--- src/rtl/rpsc_fault_latch_card_if.sv ---
// rpsc_fault_latch_card_if
// Bundles the fault-card signals exchanged with the rack: the latch-clear
// request and raw fault inputs, plus the live, latched and first-fault outputs.
// The card itself connects through the slave modport; the rack side (or a bench)
// uses master.
interface rpsc_fault_latch_card_if #(
  parameter int N_CH = 8
);
  localparam int IDX_W = (N_CH > 1) ? $clog2(N_CH) : 1;

  logic             clear;
  logic [N_CH-1:0]  fault_in;
  logic [N_CH-1:0]  fault_out;
  logic [N_CH-1:0]  fault_la;
  logic             any_fault_la;
  logic             first_fault_valid;
  logic [IDX_W-1:0] first_fault_idx;

  modport master (
    output clear,
    output fault_in,
    input  fault_out,
    input  fault_la,
    input  any_fault_la,
    input  first_fault_valid,
    input  first_fault_idx
  );

  modport slave (
    input  clear,
    input  fault_in,
    output fault_out,
    output fault_la,
    output any_fault_la,
    output first_fault_valid,
    output first_fault_idx
  );
endinterface

--- src/rtl/rpsc_fault_latch_card.sv ---
// rpsc_fault_latch_card
// Per-channel synchroniser, symmetric debounce filter and sticky latch for the
// RPSC protection rack. A fault that is still filtered active cannot be
// cleared. Live outputs are gated by OUT_MASK.
// Optional feature macro: RPSC_FIRST_FAULT_EN builds the first-fault recorder;
// without it first_fault_valid/first_fault_idx are tied to 0.
module rpsc_fault_latch_card #(
  parameter int              N_CH        = 8,
  parameter int              FILT_CYCLES = 16,
  parameter logic [N_CH-1:0] OUT_MASK    = N_CH'('h0F)
) (
  input logic                   clk,
  input logic                   reset_n,
  rpsc_fault_latch_card_if.slave bus
);
  localparam int CNT_W = $clog2(FILT_CYCLES + 1);
  localparam int IDX_W = (N_CH > 1) ? $clog2(N_CH) : 1;

  logic [N_CH-1:0] r_meta;
  logic [N_CH-1:0] r_sync;
  logic [N_CH-1:0] w_filt;
  logic [N_CH-1:0] r_la;
  logic [N_CH-1:0] w_la_next;
  logic            r_any;

  // Two-flop synchroniser on the raw asynchronous fault inputs
  always_ff @(posedge clk or negedge reset_n) begin
    if (!reset_n) begin
      r_meta <= '0;
      r_sync <= '0;
    end else begin
      r_meta <= bus.fault_in;
      r_sync <= r_meta;
    end
  end

  genvar gi;
  generate
    for (gi = 0; gi < N_CH; gi++) begin : g_ch
      logic [CNT_W-1:0] r_cnt;
      logic             r_filt;
      logic [CNT_W:0]   w_cnt_inc;

      // One extra bit so the compare against FILT_CYCLES never sees a wrap
      assign w_cnt_inc = {1'b0, r_cnt} + 1'b1;

      // Debounce: count consecutive disagreeing samples, toggle on reaching FILT_CYCLES
      always_ff @(posedge clk or negedge reset_n) begin
        if (!reset_n) begin
          r_cnt  <= '0;
          r_filt <= 1'b0;
        end else if (r_sync[gi] == r_filt) begin
          r_cnt <= '0;
        end else if (w_cnt_inc == (CNT_W + 1)'(FILT_CYCLES)) begin
          r_filt <= ~r_filt;
          r_cnt  <= '0;
        end else begin
          r_cnt <= w_cnt_inc[CNT_W-1:0];
        end
      end

      assign w_filt[gi] = r_filt;
      // Set dominates clear: an active filtered fault keeps its latch
      assign w_la_next[gi] = r_filt | (r_la[gi] & ~bus.clear);
    end
  endgenerate

  // Sticky latches and their OR, both updated from the same next-state value
  always_ff @(posedge clk or negedge reset_n) begin
    if (!reset_n) begin
      r_la  <= '0;
      r_any <= 1'b0;
    end else begin
      r_la  <= w_la_next;
      r_any <= |w_la_next;
    end
  end

  assign bus.fault_out    = w_filt & OUT_MASK;
  assign bus.fault_la     = r_la;
  assign bus.any_fault_la = r_any;

`ifdef RPSC_FIRST_FAULT_EN
  logic [N_CH-1:0]  w_new_la;
  logic [IDX_W-1:0] w_low_idx;
  logic             r_ff_valid;
  logic [IDX_W-1:0] r_ff_idx;

  assign w_new_la = w_la_next & ~r_la;

  // Lowest index among latches rising on this edge (scan high to low, last hit wins)
  always_comb begin
    w_low_idx = '0;
    for (int i = N_CH - 1; i >= 0; i--) begin
      if (w_new_la[i]) w_low_idx = IDX_W'(i);
    end
  end

  // First-fault record: capture once, release only when clear empties every latch
  always_ff @(posedge clk or negedge reset_n) begin
    if (!reset_n) begin
      r_ff_valid <= 1'b0;
      r_ff_idx   <= '0;
    end else if (!r_ff_valid && (|w_new_la)) begin
      r_ff_valid <= 1'b1;
      r_ff_idx   <= w_low_idx;
    end else if (bus.clear && (w_la_next == '0)) begin
      r_ff_valid <= 1'b0;
      r_ff_idx   <= '0;
    end
  end

  assign bus.first_fault_valid = r_ff_valid;
  assign bus.first_fault_idx   = r_ff_idx;
`else
  assign bus.first_fault_valid = 1'b0;
  assign bus.first_fault_idx   = '0;
`endif

endmodule

--- src/flat_wrapper.sv ---
// flat-port wrapper written by rule: the top's interface ports become plain ports
module rpsc_fault_latch_card_flat 
#(
  parameter int              N_CH        = 8,
  parameter int              FILT_CYCLES = 16,
  parameter logic [N_CH-1:0] OUT_MASK    = N_CH'('h0F)
)
  (clk, reset_n, bus_clear, bus_fault_in, bus_fault_out, bus_fault_la, bus_any_fault_la, bus_first_fault_valid, bus_first_fault_idx);
  rpsc_fault_latch_card_if #(.N_CH(N_CH)) bus_i ();
  input logic clk;
  input logic reset_n;
  input wire logic [$bits(bus_i.clear)-1:0] bus_clear;
  input wire logic [$bits(bus_i.fault_in)-1:0] bus_fault_in;
  output wire logic [$bits(bus_i.fault_out)-1:0] bus_fault_out;
  output wire logic [$bits(bus_i.fault_la)-1:0] bus_fault_la;
  output wire logic [$bits(bus_i.any_fault_la)-1:0] bus_any_fault_la;
  output wire logic [$bits(bus_i.first_fault_valid)-1:0] bus_first_fault_valid;
  output wire logic [$bits(bus_i.first_fault_idx)-1:0] bus_first_fault_idx;
  assign bus_i.clear = bus_clear;
  assign bus_i.fault_in = bus_fault_in;
  assign bus_fault_out = bus_i.fault_out;
  assign bus_fault_la = bus_i.fault_la;
  assign bus_any_fault_la = bus_i.any_fault_la;
  assign bus_first_fault_valid = bus_i.first_fault_valid;
  assign bus_first_fault_idx = bus_i.first_fault_idx;
  rpsc_fault_latch_card #(.N_CH(N_CH), .FILT_CYCLES(FILT_CYCLES), .OUT_MASK(OUT_MASK)) u_core (.clk(clk), .reset_n(reset_n), .bus(bus_i));
endmodule
--- config.mk ---
export PLATFORM = sky130hd
export DESIGN_NAME = rpsc_fault_latch_card_flat
export DESIGN_NICKNAME = d
export VERILOG_FILES = /design/src/rtl/rpsc_fault_latch_card_if.sv /design/src/rtl/rpsc_fault_latch_card.sv /design/src/flat_wrapper.sv
export SDC_FILE = /design/constraint.sdc
export NUM_CORES = 1
export LEC_CHECK = 0
export CORE_UTILIZATION = 50
export DETAILED_ROUTE_END_ITERATION = 10
export GPL_ROUTABILITY_DRIVEN = 0
export HOLD_SLACK_MARGIN = 0.06
export PLACE_DENSITY = 0.8
export SLEW_MARGIN = 20
export SYNTH_ARGS = -nofsm -noshare
export SYNTH_HDL_FRONTEND = slang
export SYNTH_SLANG_ARGS = --single-unit
--- constraint.sdc ---
create_clock -name clk -period 1.5 [get_ports clk]
set_clock_uncertainty 0.15 [all_clocks]
set_input_delay 0.375 -clock clk [delete_from_list [all_inputs] [get_ports clk]]
set_output_delay 0.375 -clock clk [all_outputs]
set_load 0.02 [all_outputs]
==> out/summary.md <==
Die
* 79.95 µm — Die Span Y
* 0.5162 — initial core utilization
* 79.95 µm — Die W
* 5886 µm² — floorplan core area
* 28 — number of standard-cell rows in the floorplan
* 32 — Boundary Pins
* 6391 µm² — area of the die

GRT
* 8894 µm — first-pass GRT wire length
* 0.1886 — global-route total usage across every layer
* 74 — maximum number of pins on one net before global-route repair
* 0 — total overflow reported by the global router
* 0 — antenna violations before repair
* 1988 — vias in the first global route

Outcome
* finished, final reports clean — result of the run

STA
* 0 — max-slew violation count
* 0 ps — Setup Total Neg Slack
* 0.9947 — final cycle utilization of the critical path
* 0 — final setup fails
* 7.988 ps — crit path setup slack, layout
* true — unrepaired setup endpoints after global routing
* 0 — final hold violation count
* 1492 ps — final critical delay including setup and external delays
* 670.2 MHz — timing-limited maximum frequency

Clocking
* 2 — Max clock buf depth
* 70 ps — Clk pin slew, worst setup/hold paths
* yes — clock tree from TritonCTS
* 340 ps — insertion delay to the later sink of the worst-skew pair
* 9 — CTS buffer count
* 3 — H-tree levels
* 73 — Sinks on Clock Net
* sky130_fd_sc_hd__clkbuf_8 — clock tree root buffer cell

Finish
* 443 — fill cell count
* 330 — layout net count
* 0 — number of antenna cells inserted
* 391 — post-layout instance count excluding filler cells
* 0.3133 — fraction of layout instances using a drive strength above 1
* 26.65% — P&R area growth vs syn

Route
* 4 — number of iterations in the first detailed-routing pass
* 0 — total DRC errors in the routed layout
* 0 — antenna-violating nets left
* 63 — detailed router's first-iteration violation count
* 1958 — detailed-route via count
* 5491 µm — WL final
* 14.04 µm — wire length per cell
* 5.008 — via/cell ratio

Synthesis
* 0 — Yosys warning total
* 0.6013 — area share of the leading cell type in the synthesized netlist
* 0.02965 — multiplexer share of the synthesized area
* 0 — number of synthesized flops with an enable pin
* sky130_fd_sc_hd__dfrtp_1 — cell taking the most area after synthesis
* 0.09226 — XOR/XNOR Fraction of Synth Area
* sky130_fd_sc_hd__dfrtp_1 — library cell with the highest instance count after synthesis
* 0.1586 — simple-gate share of the synthesized area
* sky130_fd_sc_hd__dfrtp_1 60%, sky130_fd_sc_hd__xnor2_1 4.6%, sky130_fd_sc_hd__xor2_1 4.6%, sky130_fd_sc_hd__ha_1 3.3%, sky130_fd_sc_hd__buf_4 3.0% — largest cells by area after synthesis
* 0.05313 — complex-gate fraction of the synthesized area
* 23 — Unique masters post-synth
* 12.40 µm² — Post-Syn Area per Cell
* 0.03295 — post-synthesis adder-cell area fraction
* 73 x sky130_fd_sc_hd__dfrtp_1, 17 x sky130_fd_sc_hd__nor2_1, 17 x sky130_fd_sc_hd__nor3_1 — top post-synthesis cells by count
* 0.6013 — sequential fraction of the synthesis area
* 3038 µm² — cell area after synthesis
* 73 — flop and latch count out of synthesis
* 245 — Cells after Synth
* sky130_fd_sc_hd__dfrtp_1 — main flop type after synthesis
* 1.000 — FFs w/ async S/R, synth
* simple AND/OR/NAND/NOR gates — largest family of logic cells by synthesized area

Power
* 997.9 nW/µm² — power density relative to cell area
* 1.820 nW — Pleak
* 0.6676 mV — Max VDD drop

Setup path
* 4 — critical path fanouts, max
* flip-flop to flip-flop — critical path class
* 5 — depth of the worst register-to-register path
* 8 ps — register-to-register setup slack
* u_core.g_ch[4].r_cnt[0] — crit path launch
* flip-flop — startpoint kind of the worst setup timing path
* buf_4 > nand2_1 > nand3b_1 > a21boi_4 > mux2_4 — worst-path cell chain
* 380 ps — largest incremental delay on the critical path
* flip-flop — nature of the critical path endpoint
* u_core.g_ch[4].r_cnt[0] — RR Startpoint
* 1580 ps — required time worst endpoint
* 1580 ps — data arrival time at the worst-slack endpoint
* u_core.g_ch[4].r_filt — endpoint of the lowest-slack register-to-register path
* flip-flops — kind of cell with the highest combined delay on the critical path
* u_core.g_ch[4].r_filt — CP endpoint
* 1 — CP Buf/Inv Count
* 5 — critical path depth in cells
* sky130_fd_sc_hd__dfrtp_1 — cell with the largest stage delay on the worst path

Placement
* 23 — number of input and output port buffers inserted
* 3714 µm — half-perimeter wire length after detailed placement
* -141.1 ps — pre-CTS setup slack
* 372 — Cell Count Post-Placement

Min path
* flip-flop to flip-flop — path type of the worst min-delay path
* u_core.r_meta[7] — hold path startpoint

Job
* 0 — max-cap violations

[placed cells by master (no fill, tap or decap), types with 2 or more instances in the layout]
cell / count
sky130_fd_sc_hd__dfrtp_1: 73
sky130_fd_sc_hd__buf_4: 32
sky130_fd_sc_hd__nor2_1: 17
sky130_fd_sc_hd__xnor2_1: 16
sky130_fd_sc_hd__xor2_1: 16
sky130_fd_sc_hd__nor3_1: 15
sky130_fd_sc_hd__nand2_1: 14
sky130_fd_sc_hd__buf_2: 14
sky130_fd_sc_hd__nand3_1: 11
sky130_fd_sc_hd__clkbuf_8: 9
sky130_fd_sc_hd__clkdlybuf4s50_1: 9
sky130_fd_sc_hd__nor2b_1: 8
sky130_fd_sc_hd__nand4b_1: 8
sky130_fd_sc_hd__mux2_4: 8
sky130_fd_sc_hd__conb_1: 8
sky130_fd_sc_hd__a21o_1: 7
sky130_fd_sc_hd__ha_2: 7
sky130_fd_sc_hd__nand3b_1: 6
sky130_fd_sc_hd__a21boi_4: 6
sky130_fd_sc_hd__and2_4: 4
sky130_fd_sc_hd__clkinv_2: 4
sky130_fd_sc_hd__buf_6: 3
sky130_fd_sc_hd__a21oi_1: 2
sky130_fd_sc_hd__nand2_2: 2
sky130_fd_sc_hd__and2_1: 2
sky130_fd_sc_hd__nor3_2: 2
[per-layer routing]
metal	global-route usage	vias up	routed length (µm)
li1	-	942	-
met2	0.3325	36	2926
met5	0	-	0
met4	0.05893	0	63
met3	0.07086	8	231
met1	0.2098	972	2270
[area by class of cell]
type	instances	area, µm²	area share
timing repair buffer	60	464.2	0.1207
clock inverter	6	58.81	0.01528
sequential	73	1827	0.4748
tap	75	93.84	0.02439
multi-input combinational	166	1272	0.3307
inverter	1	3.754	0.0009756
clock buffer	10	127.6	0.03317
[state kept, by name (all words and copies together) (netlist names)]
signal and cells:
u_core.r_sync 8, u_core.bus.fault_la 8, u_core.r_meta 8, u_core.g_ch.r_cnt 40, u_core.bus.any_fault_la 1, u_core.g_ch.r_filt 8
[cell families after synthesis]
logic type,after synthesis
DFF,73
AOI/OAI and AO/OA,19
adders and majority gates,8
xor gates and xnor gates,32
other,1
buffers and inverters,13
muxes,8
and+or+nand+nor,91
[repair_timing]
item                                    4_1_cts  5_1_grt
pin swaps                                     2       10
hold buffers                                  1        0
setup buffers                                 0        2
hold endpoints to repair                     73        0
endpoints found under the setup margin       18       15
gates resized for setup                      57       23
[power breakdown]
group / total (W) / internal [W] / switching, W
Combinational: 0.000291 / 0.000145 / 0.000147
Clock: 0.00145 / 0.000759 / 0.000691
Sequential: 0.00210 / 0.00204 / 0.0000569
[metrics by stage]
| step | util | total power [W] | area [µm²] | hold slack, ps |
|---|---|---|---|---|
| floorplan | - | 0.002270 | 3079 | -70.59 |
| global placement | 0.6076 | 0.002401 | 3576 | 184.2 |
| detailed placement | 0.6076 | 0.002418 | 3576 | 184.7 |
| CTS | 0.6354 | 0.003875 | 3740 | 202.4 |
| global route | 0.6537 | 0.004028 | 3847 | 209.3 |
| finish | 0.6537 | 0.003840 | 3847 | 200.8 |
[worst min path at each step]
stage,end,slack [ps],depth (start not counted)
floorplan,u_core.bus.any_fault_la,-70,0
global placement,u_core.r_sync[2],180,0
detailed placement,u_core.r_sync[7],180,0
CTS,u_core.r_sync[7],200,0
global route,u_core.r_sync[1],210,0
finish,u_core.r_sync[7],200,0
Note: power is estimated with default switching activity, not from simulation.
